**config.mk**
```make
export PLATFORM = sky130hd
export DESIGN_NAME = if_fetch_unit
export DESIGN_NICKNAME = d
export VERILOG_FILES = /design/src/rtl/if_fetch_unit_pkg.sv /design/src/rtl/if_fetch_unit_fifo.sv /design/src/rtl/if_fetch_unit.sv
export SDC_FILE = /design/constraint.sdc
export NUM_CORES = 1
export LEC_CHECK = 0
export ABC_AREA = 1
export BUFFER_PORTS_ARGS = -buffer_cell sky130_fd_sc_hd__buf_2
export CAP_MARGIN = 20
export CORE_MARGIN = 2
export CORE_UTILIZATION = 30
export CTS_CLUSTER_SIZE = 8
export DETAILED_ROUTE_END_ITERATION = 8
export PLACE_DENSITY = 0.59
export SYNTH_ARGS = -nofsm -noshare
export SYNTH_HDL_FRONTEND = slang
export SYNTH_SLANG_ARGS = --single-unit
```
**constraint.sdc**
```tcl
create_clock -name clk_i -period 4.7 [get_ports clk_i]
set_input_delay 0.94 -clock clk_i [delete_from_list [all_inputs] [get_ports clk_i]]
set_output_delay 0.94 -clock clk_i [all_outputs]
set_load 0.05 [all_outputs]
```
**src/rtl/if_fetch_unit_pkg.sv**
```systemverilog
// Shared types for the instruction-fetch front end.
// IF_ADEL_EN adds an address-error flag to every buffered entry.
package if_fetch_unit_pkg;

  localparam logic [31:0] RESET_PC_DEF = 32'hBFC0_0000;

  typedef struct packed {
    logic [31:0] instr;
    logic [31:0] pc4;
`ifdef IF_ADEL_EN
    logic        adel;
`endif
  } fetch_entry_t;

  typedef enum logic {IDLE, WAIT} fetch_state_e;

endpackage

```
**src/rtl/if_fetch_unit_fifo.sv**
```systemverilog
// Circular instruction buffer: push/pop, full flush, and a branch flush
// that keeps only the entry behind the head (the delay slot).
module if_inst_fifo
  import if_fetch_unit_pkg::*;
#(
  parameter int DEPTH = 4,
  localparam int AW = $clog2(DEPTH)
) (
  input  logic         clk_i,
  input  logic         rst_i,
  input  logic         push_i,
  input  fetch_entry_t data_i,
  input  logic         pop_i,
  input  logic         flush_all_i,
  input  logic         keep_second_i,
  output fetch_entry_t head_o,
  output logic [AW:0]  count_o
);

  fetch_entry_t    mem_q [DEPTH];
  logic [AW-1:0]   rd_q, wr_q;
  logic [AW:0]     cnt_q;
  logic            wr_en;

  assign wr_en = push_i & ~flush_all_i & ~keep_second_i;

  always_ff @(posedge clk_i) begin
    if (wr_en) mem_q[wr_q] <= data_i;
  end

  always_ff @(posedge clk_i) begin
    if (rst_i) begin
      rd_q  <= '0;
      wr_q  <= '0;
      cnt_q <= '0;
    end else if (flush_all_i) begin
      wr_q  <= rd_q;
      cnt_q <= '0;
    end else if (keep_second_i) begin
      // Head is consumed, entry[1] survives, everything after it is discarded.
      rd_q  <= rd_q + AW'(1);
      wr_q  <= rd_q + AW'(2);
      cnt_q <= (AW+1)'(1);
    end else begin
      if (push_i) wr_q <= wr_q + AW'(1);
      if (pop_i)  rd_q <= rd_q + AW'(1);
      cnt_q <= cnt_q + (AW+1)'(push_i) - (AW+1)'(pop_i);
    end
  end

  assign head_o  = mem_q[rd_q];
  assign count_o = cnt_q;

endmodule

```
**src/rtl/if_fetch_unit.sv**
```systemverilog
// Fetch front end: one-outstanding memory requests, instruction buffer,
// delay-slot-aware redirects and exception flush. Optional IF_ADEL_EN.
module if_fetch_unit
  import if_fetch_unit_pkg::*;
#(
  parameter int          FIFO_DEPTH = 4,
  parameter logic [31:0] RESET_PC   = RESET_PC_DEF
) (
  input  logic        clk_i,
  input  logic        rst_i,
  output logic        inst_req_o,
  output logic [31:0] inst_addr_o,
  input  logic        inst_addr_ok_i,
  input  logic        inst_data_ok_i,
  input  logic [31:0] inst_rdata_i,
  output logic        id_valid_o,
  output logic [31:0] id_instr_o,
  output logic [31:0] id_pc4_o,
`ifdef IF_ADEL_EN
  output logic        id_adel_o,
`endif
  input  logic        id_stall_i,
  input  logic        redirect_i,
  input  logic [31:0] redirect_pc_i,
  input  logic        exc_i,
  input  logic [31:0] exc_pc_i
);

  localparam int CW = $clog2(FIFO_DEPTH) + 1;

  fetch_state_e state_q, state_d;
  logic [31:0]  fetch_pc_q, fetch_pc_d;
  logic [31:0]  req_pc_q, req_pc_d;
  logic [31:0]  pend_pc_q, pend_pc_d;
  logic         pend_valid_q, pend_valid_d;
  logic         drop_q, drop_d;
  fetch_entry_t hold_q;

  logic         push, pop, flush_all, keep_second;
  fetch_entry_t push_data, head;
  logic [CW-1:0] count;
  logic         space, misal, issue, consume;

`ifdef IF_ADEL_EN
  logic adel_stall_q, adel_stall_d;
  assign misal       = |fetch_pc_q[1:0];
  assign inst_addr_o = fetch_pc_q;
`else
  assign misal       = 1'b0;
  assign inst_addr_o = {fetch_pc_q[31:2], 2'b00};
`endif

  // Slot check: in IDLE nothing is in flight, so a free slot is count < depth.
  assign space      = count < CW'(FIFO_DEPTH);
  assign inst_req_o = ~rst_i & (state_q == IDLE) & space & ~misal;
  assign issue      = inst_req_o & inst_addr_ok_i;
  assign id_valid_o = count != '0;
  assign consume    = id_valid_o & ~id_stall_i;

  always_comb begin
    state_d      = state_q;
    fetch_pc_d   = fetch_pc_q;
    req_pc_d     = req_pc_q;
    pend_pc_d    = pend_pc_q;
    pend_valid_d = pend_valid_q;
    drop_d       = drop_q;
    push         = 1'b0;
    pop          = consume;
    flush_all    = 1'b0;
    keep_second  = 1'b0;
    push_data    = '0;
    push_data.instr = inst_rdata_i;
    push_data.pc4   = req_pc_q + 32'd4;
`ifdef IF_ADEL_EN
    adel_stall_d = adel_stall_q;
`endif

    if (issue) begin
      state_d      = WAIT;
      req_pc_d     = inst_addr_o;
      fetch_pc_d   = pend_valid_q ? pend_pc_q : fetch_pc_q + 32'd4;
      pend_valid_d = 1'b0;
    end
    if (state_q == WAIT && inst_data_ok_i) begin
      state_d = IDLE;
      if (drop_q) drop_d = 1'b0;
      else        push   = 1'b1;
    end
`ifdef IF_ADEL_EN
    // Misaligned fetch: synthesize a flagged entry and park until redirected.
    if (state_q == IDLE && misal && space && !adel_stall_q) begin
      push            = 1'b1;
      push_data.instr = '0;
      push_data.pc4   = fetch_pc_q + 32'd4;
      push_data.adel  = 1'b1;
      adel_stall_d    = 1'b1;
    end
`endif

    if (consume && redirect_i) begin
      if (count >= CW'(2)) begin
        keep_second  = 1'b1;
        pop          = 1'b0;
        push         = 1'b0;
        fetch_pc_d   = redirect_pc_i;
        pend_valid_d = 1'b0;
        drop_d       = (state_d == WAIT);
`ifdef IF_ADEL_EN
        adel_stall_d = 1'b0;
`endif
      end else if (state_q == WAIT || issue) begin
        // The word in flight (or issuing now) is the delay slot.
        fetch_pc_d   = redirect_pc_i;
        pend_valid_d = 1'b0;
`ifdef IF_ADEL_EN
        adel_stall_d = 1'b0;
`endif
      end else begin
        // Delay slot not yet requested: fetch it first, then jump.
        pend_pc_d    = redirect_pc_i;
        pend_valid_d = 1'b1;
      end
    end

    if (exc_i) begin
      flush_all    = 1'b1;
      keep_second  = 1'b0;
      push         = 1'b0;
      pop          = 1'b0;
      fetch_pc_d   = exc_pc_i;
      pend_valid_d = 1'b0;
      drop_d       = (state_d == WAIT);
`ifdef IF_ADEL_EN
      adel_stall_d = 1'b0;
`endif
    end
  end

  always_ff @(posedge clk_i) begin
    if (rst_i) begin
      state_q      <= IDLE;
      fetch_pc_q   <= RESET_PC;
      req_pc_q     <= '0;
      pend_pc_q    <= '0;
      pend_valid_q <= 1'b0;
      drop_q       <= 1'b0;
      hold_q       <= '0;
`ifdef IF_ADEL_EN
      adel_stall_q <= 1'b0;
`endif
    end else begin
      state_q      <= state_d;
      fetch_pc_q   <= fetch_pc_d;
      req_pc_q     <= req_pc_d;
      pend_pc_q    <= pend_pc_d;
      pend_valid_q <= pend_valid_d;
      drop_q       <= drop_d;
      if (id_valid_o) hold_q <= head;
`ifdef IF_ADEL_EN
      adel_stall_q <= adel_stall_d;
`endif
    end
  end

  if_inst_fifo #(.DEPTH(FIFO_DEPTH)) u_fifo (
    .clk_i         (clk_i),
    .rst_i         (rst_i),
    .push_i        (push),
    .data_i        (push_data),
    .pop_i         (pop),
    .flush_all_i   (flush_all),
    .keep_second_i (keep_second),
    .head_o        (head),
    .count_o       (count)
  );

  // Outputs hold the last presented head while the buffer is empty.
  assign id_instr_o = id_valid_o ? head.instr : hold_q.instr;
  assign id_pc4_o   = id_valid_o ? head.pc4   : hold_q.pc4;
`ifdef IF_ADEL_EN
  assign id_adel_o  = id_valid_o ? head.adel  : hold_q.adel;
`endif

endmodule

```
== Word level (Yosys, flattened, before mapping) ==
Memory sizes are Yosys's and may differ from the RTL's. A register that Yosys moved wholly into a read port is not among the register bits.
Cells that the tools add are included.

* RAM bits: 256
* Bits in registers: 168
* ROM bits: 0
* Bits of input ports: 103
* Memories: 1
* Output and inout bits: 98
* Logic and storage cells: 87
* Latch bits: 0

* Div/mod/pow operators: 0
* Mux-type cells: 40
* Shift operators: 0
* Reductions and logical operators: 12
* Multipliers: 0
* Equal/unequal tests: 0
* Add/subtract/negate cells: 7
* Bitwise gates (word level): 13
* Order comparisons: 2

{| class="wikitable"
|+ Memories
! name !! depth !! width !! read ports !! clocked after memory_dff !! write ports !! line !! source
|-
| u_fifo.mem_q || 4 || 64 || 1 || 1 || 1 || if_fetch_unit_fifo.sv:20 || <nowiki>fetch_entry_t mem_q [DEPTH];</nowiki>
|}

{| class="wikitable"
|+ Operators with widths
! operator !! number
|-
| $mux 32 || 8
|-
| $add 32x3->32 const B || 2
|-
| $mux 1 || 25
|-
| $mux 2 || 7
|-
| $not 1->1 || 7
|-
| $and 1x1->1 || 6
|-
| $reduce_bool 3->1 || 2
|-
| $add 2x1->2 const B || 2
|-
| $reduce_bool 2->1 || 2
|-
| $reduce_or 2->1 || 2
|-
| $add 3x1->3 || 1
|-
| $ge 3x2->1 const B || 1
|-
| $lt 3x3->1 const B || 1
|-
| $reduce_and 3->1 || 1
|-
| $reduce_or 3->1 || 1
|-
| $sub 3x1->3 || 1
|-
| $add 2x2->2 const B || 1
|-
| $logic_and 1x1->1 || 2
|-
| $reduce_and 2->1 || 1
|-
| $logic_or 1x1->1 || 1
|}

== Depth between registers and ports, before layout ==
* Word-level depth: 9
* Depth in mapped cells: 15

== Modules after synthesis ==
Synthesis repeated with hierarchy kept, for this count alone.

* Cell total of the unflattened synthesis: 1,952
* Area total of the unflattened synthesis: 18,315.1 um2

{| class="wikitable"
|+ Modules (own cells, without submodules)
! module !! area an instance (um2) !! sequential area each (um2) !! cells an instance !! times used
|-
| if_inst_fifo || 10,024.6 || 7,867.5 || 695 || 1
|-
| if_fetch_unit || 8,290.5 || 3,143.0 || 1,257 || 1
|}

== Worst setup path after synthesis ==
No wires, ideal clock.

* Path kind: input -> register
* From: in id_stall_i
* To: mem u_fifo.mem_q[0][10] (netlist name), enable pin
* Library setup time: 0.482 ns
* Arrival time: 4.143 ns
* Data required time: 4.218 ns
* Stages on the path: 8
* Buffers on the path: 0
* Setup slack: 0.075 ns
* Cell sequence: inv_1 -> nand3_1 -> nor2_1 -> inv_1 -> nand2_1 -> nor2_1 -> inv_1 -> nor2_1

* Longest elaborated chain between the ends: 9
* Elaborated cells on any way between the ends: 12

{| class="wikitable"
|+ RTL lines
! element !! line !! source
|-
| start, declared || if_fetch_unit.sv:22 || <nowiki>input logic id_stall_i,</nowiki>
|-
| $not 1->1 * || if_fetch_unit.sv:58 || <nowiki>assign consume = id_valid_o & ~id_stall_i;</nowiki>
|-
| $and 1x1->1 * || if_fetch_unit.sv:58 ||
|-
| $logic_and 1x1->1 * || if_fetch_unit.sv:100 || <nowiki>if (consume && redirect_i) begin</nowiki>
|-
| $mux 1 || if_fetch_unit.sv:100 ||
|-
| $mux 1 || if_fetch_unit.sv:125 || <nowiki>if (exc_i) begin</nowiki>
|-
| $and 1x1->1 / $not 1->1 (equally long branches) || if_fetch_unit_fifo.sv:25 || <nowiki>assign wr_en = push_i & ~flush_all_i & ~keep_second_i;</nowiki>
|-
| $and 1x1->1 * || if_fetch_unit_fifo.sv:25 ||
|-
| $mux 1 * || if_fetch_unit_fifo.sv:28 || <nowiki>if (wr_en) mem_q[wr_q] <= data_i;</nowiki>
|-
| $mux 1 (not written as such) * || if_fetch_unit_fifo.sv:28 ||
|-
| end, declared || if_fetch_unit_fifo.sv:20 ||
|}

Mark *: on every way between the ends. The rest lies on a longest branch, timed or not.

==> impl_metrics.py <==
metrics = {
    "outcome": {
        "status": "complete, no violations",
    },
    "sta": {
        "clock.fmax_mhz": 263,
        "clock_skew_ns": 0.0453,
        "setup_ws_ns": 0.899,
        "finalSetupViolCount": 0,
        "maxSlewViolCount": 0,
        "slew_headroom_pct": 40.4,
        "hold_viol": 0,
        "rsz0062_at_grt": "no",
        "setup_tns_ns": 0,
        "fin_crit_ns": 3.80,
        "fin_crit_sh_pct": 80.9,
        "tightest_slew_ns": 0.893,
    },
    "critical_path": {
        "required_ns": 3.76,
        "worstSetupEndpointType": "primary output",
        "cp.arrival_ns": 2.86,
        "worst-setup-path-type": "reg -> out",
        "cp-start-kind": "register",
        "cp_max_fo": 47,
    },
    "power": {
        "pwr-share-seq_pct": 48.1,
        "total_power_mw": 8.25,
        "power_frac_comb_pct": 6.1,
        "power_density_nw_per_um2": 390,
        "power.switching_mw": 1.94,
        "leakagePower_nw": 8.37,
        "pwr-share-clk_pct": 45.8,
        "intPower_mw": 6.31,
        "sw_frac_of_total_pct": 23.5,
        "vdd.ir_drop.worst_v": 0.000251,
    },
    "clock_network": {
        "postCtsSetupRepairBufs": 0,
        "holdBufCountCts": 0,
        "cts_max_path_buffers": 3,
        "htreeDepth": 2,
        "cts_tree": "built",
        "clkSinkCount": 412,
        "insertion_delay_ns": 0.61,
        "cts_buffers": 57,
        "root_buffer": "clkbuf_16",
        "cts.reportedPaths.clkPinSlew_ns": 0.05,
        "post_cts_resized": 0,
    },
    "grt": {
        "grt_pass1_wl_um": 75200,
        "grt_antenna_before_repair": 2,
        "grt_pass1_vias": 13250,
        "grt_start_max_net_pins": 96,
        "gr-total-overflow": 0,
        "track_usage_pct": 15.9,
    },
    "yosys": {
        "synth_top_area_share_pct": 42.1,
        "synth_top_area_cell": "edfxtp_1",
        "synth_seq_cells": 412,
        "avgSynthCellArea_um2": 9.24,
        "synth_area_um2": 17700,
        "synth_compound_area_share_pct": 11.7,
        "synthSimpleGateAreaFrac_pct": 20.3,
        "ys_warn_count": 0,
        "synthTopCellsByArea": "edfxtp_1, dfxtp_1, nand2_1",
        "synth-seq-area-share_pct": 60.6,
        "synthAdderAreaFrac_pct": 0.820,
        "synth_cell_type_count": 40,
        "synth_xor_xnor_area_share_pct": 1.58,
        "synth_top_family_by_area": "simple AND/OR/NAND/NOR gates",
        "synthMuxAreaShare_pct": 0,
        "synth_cells": 1914,
    },
    "placed_design": {
        "hpwl_um": 32200,
        "place.gp.congestion": 0.872,
        "pre_cts_ws_ns": 1.28,
        "io_buffers": 192,
    },
    "die": {
        "core_area_um2": 58700,
        "ios": 201,
        "initial_utilization_pct": 30.1,
        "die_h_um": 247,
        "rows": 89,
        "die_w_um": 247,
        "die_area_um2": 60900,
    },
    "detailed_routing": {
        "vias_per_cell": 4.79,
        "totalWireLength_um": 49500,
        "drtIter0Drc": 923,
        "routedWlPerCell_um": 17.0,
        "first_pass_iters": 5,
        "via_count": 13896,
        "antenna_left": 0,
        "drc": 0,
    },
    "layout": {
        "utilization_pct": 36.1,
        "nNetsFinal": 2203,
        "syn_to_final_growth_pct": 19.7,
        "drive_gt1_share_pct": 14.5,
        "final_cell_mix": "nand2_1, nor2_1, edfxtp_1",
        "layout_commonest_cell": "nand2_1",
        "num-fill-cells": 5903,
    },
    "hold_path": {
        "min_path_type": "reg -> reg",
    },
    "job": {
        "max_cap_viol_count": 0,
    },
}
==> critical path, stage by stage, from the launching register on <==
cell and delay [ns]:
dfxtp_4 0.66, buf_4 0.52, nor2_1 0.10, o32ai_1 0.45, nand2_1 0.16, nand2_1 0.09
buf_2 0.26
==> Yosys cell counts <==
library cell / n
nand4_1: 9
o32ai_1: 62
o22ai_1: 1
buf_1: 14
o311ai_0: 1
nor3_4: 1
fa_1: 1
nor2_1: 324
buf_2: 26
nor3_2: 2
or2_1: 3
nand3_1: 83
nand2_2: 3
xor2_1: 24
nand3_2: 3
nor4_1: 4
nor3_1: 11
a21oi_1: 120
nand3b_4: 1
nand3b_1: 5
nor3b_2: 1
inv_2: 5
clkbuf_2: 1
nand2_1: 419
o21ai_0: 161
nor2_2: 1
clkbuf_1: 61
ha_1: 10
o211ai_1: 14
edfxtp_1: 248
o2bb2ai_1: 1
or2_2: 6
conb_1: 1
dfxtp_1: 164
inv_1: 106
clkinv_1: 1
xnor2_1: 8
or2_0: 3
buf_4: 4
nor2_4: 1
==> power by group through the flow <==
stage                     Clock (mW)  Sequential [mW]  Combinational (mW)
after floorplan                    0             4.07               0.265
after global placement             0             4.04               0.498
after detailed placement           0             4.04               0.505
after CTS                       3.88             3.97               0.507
after global routing            4.03             3.97               0.557
final                           3.78             3.97               0.506
==> final cells by class <==
class	instances	area (µm²)	share of cell area (%)
Clock buffer	97	1600	7.55
Tap cell	773	967	4.57
Antenna cell	2	5.00	0.0236
Timing Repair Buffer	219	1260	5.97
Sequential cell	412	10700	50.7
Inverter	112	422	1.99
Multi-Input combinational cell	1287	6140	29.0
Clock inverter	2	46.3	0.219
==> metal layers <==
| layer | global-route usage [%] | up-vias | part of all wire (%) |
|---|---|---|---|
| met5 | 0 | - | 0 |
| met4 | 4.98 | 0 | 2.2 |
| met3 | 3.17 | 72 | 6.4 |
| met2 | 25.4 | 375 | 45 |
| met1 | 21.7 | 6600 | 46 |
| li1 | - | 6849 | - |
==> path summary, 6_finish.rpt <==
path | from | end | slack (ns) | cells after the start
setup / recovery | register | id_pc4_o[26] | 0.90 | 6
hold / removal | pend_pc_q[19]$_SDFFE_PP0P_ | pend_pc_q[19]$_SDFFE_PP0P_ | 0.46 | 2
setup reg to reg | u_fifo.count_o[1]$_SDFF_PP0_ | u_fifo.mem_q[1][14]$_DFFE_PP_ | 1.93 | 10
hold reg to reg | pend_pc_q[19]$_SDFFE_PP0P_ | pend_pc_q[19]$_SDFFE_PP0P_ | 0.46 | 2
==> state kept, by name, summed over array words and instances (netlist names), named ones only <==
name,count
u_fifo.mem_q,248
hold_q,62
fetch_pc_q,30
pend_pc_q,30
req_pc_q,30
u_fifo.count_o,3
u_fifo.rd_q,2
u_fifo.wr_q,2
drop_q,1
pend_valid_q,1
state_q,1
==> metrics by stage <==
step           cell area, µm²  hold slack [ns]  instances
2_1_floorplan           17700            0.429       1917
3_3_place_gp            19500            0.440       2802
3_5_place_dp            19500            0.448       2802
4_1_cts                 21200            0.458       2901
5_1_grt                 21200            0.484       2904
6_report                21200            0.456       2904
==> logic make-up (layout without fill, tap and decap cells) <==
group / count (synthesis) / count (layout)
DFF: 412 / 412
other: 1 / 6
xor gates and xnor gates: 32 / 32
AOI/OAI and AO/OA: 360 / 360
buffers and inverters: 218 / 430
adders and majority gates: 11 / 11
and+or+nand+nor: 880 / 880
Note: power is estimated with default switching activity, not from simulation.
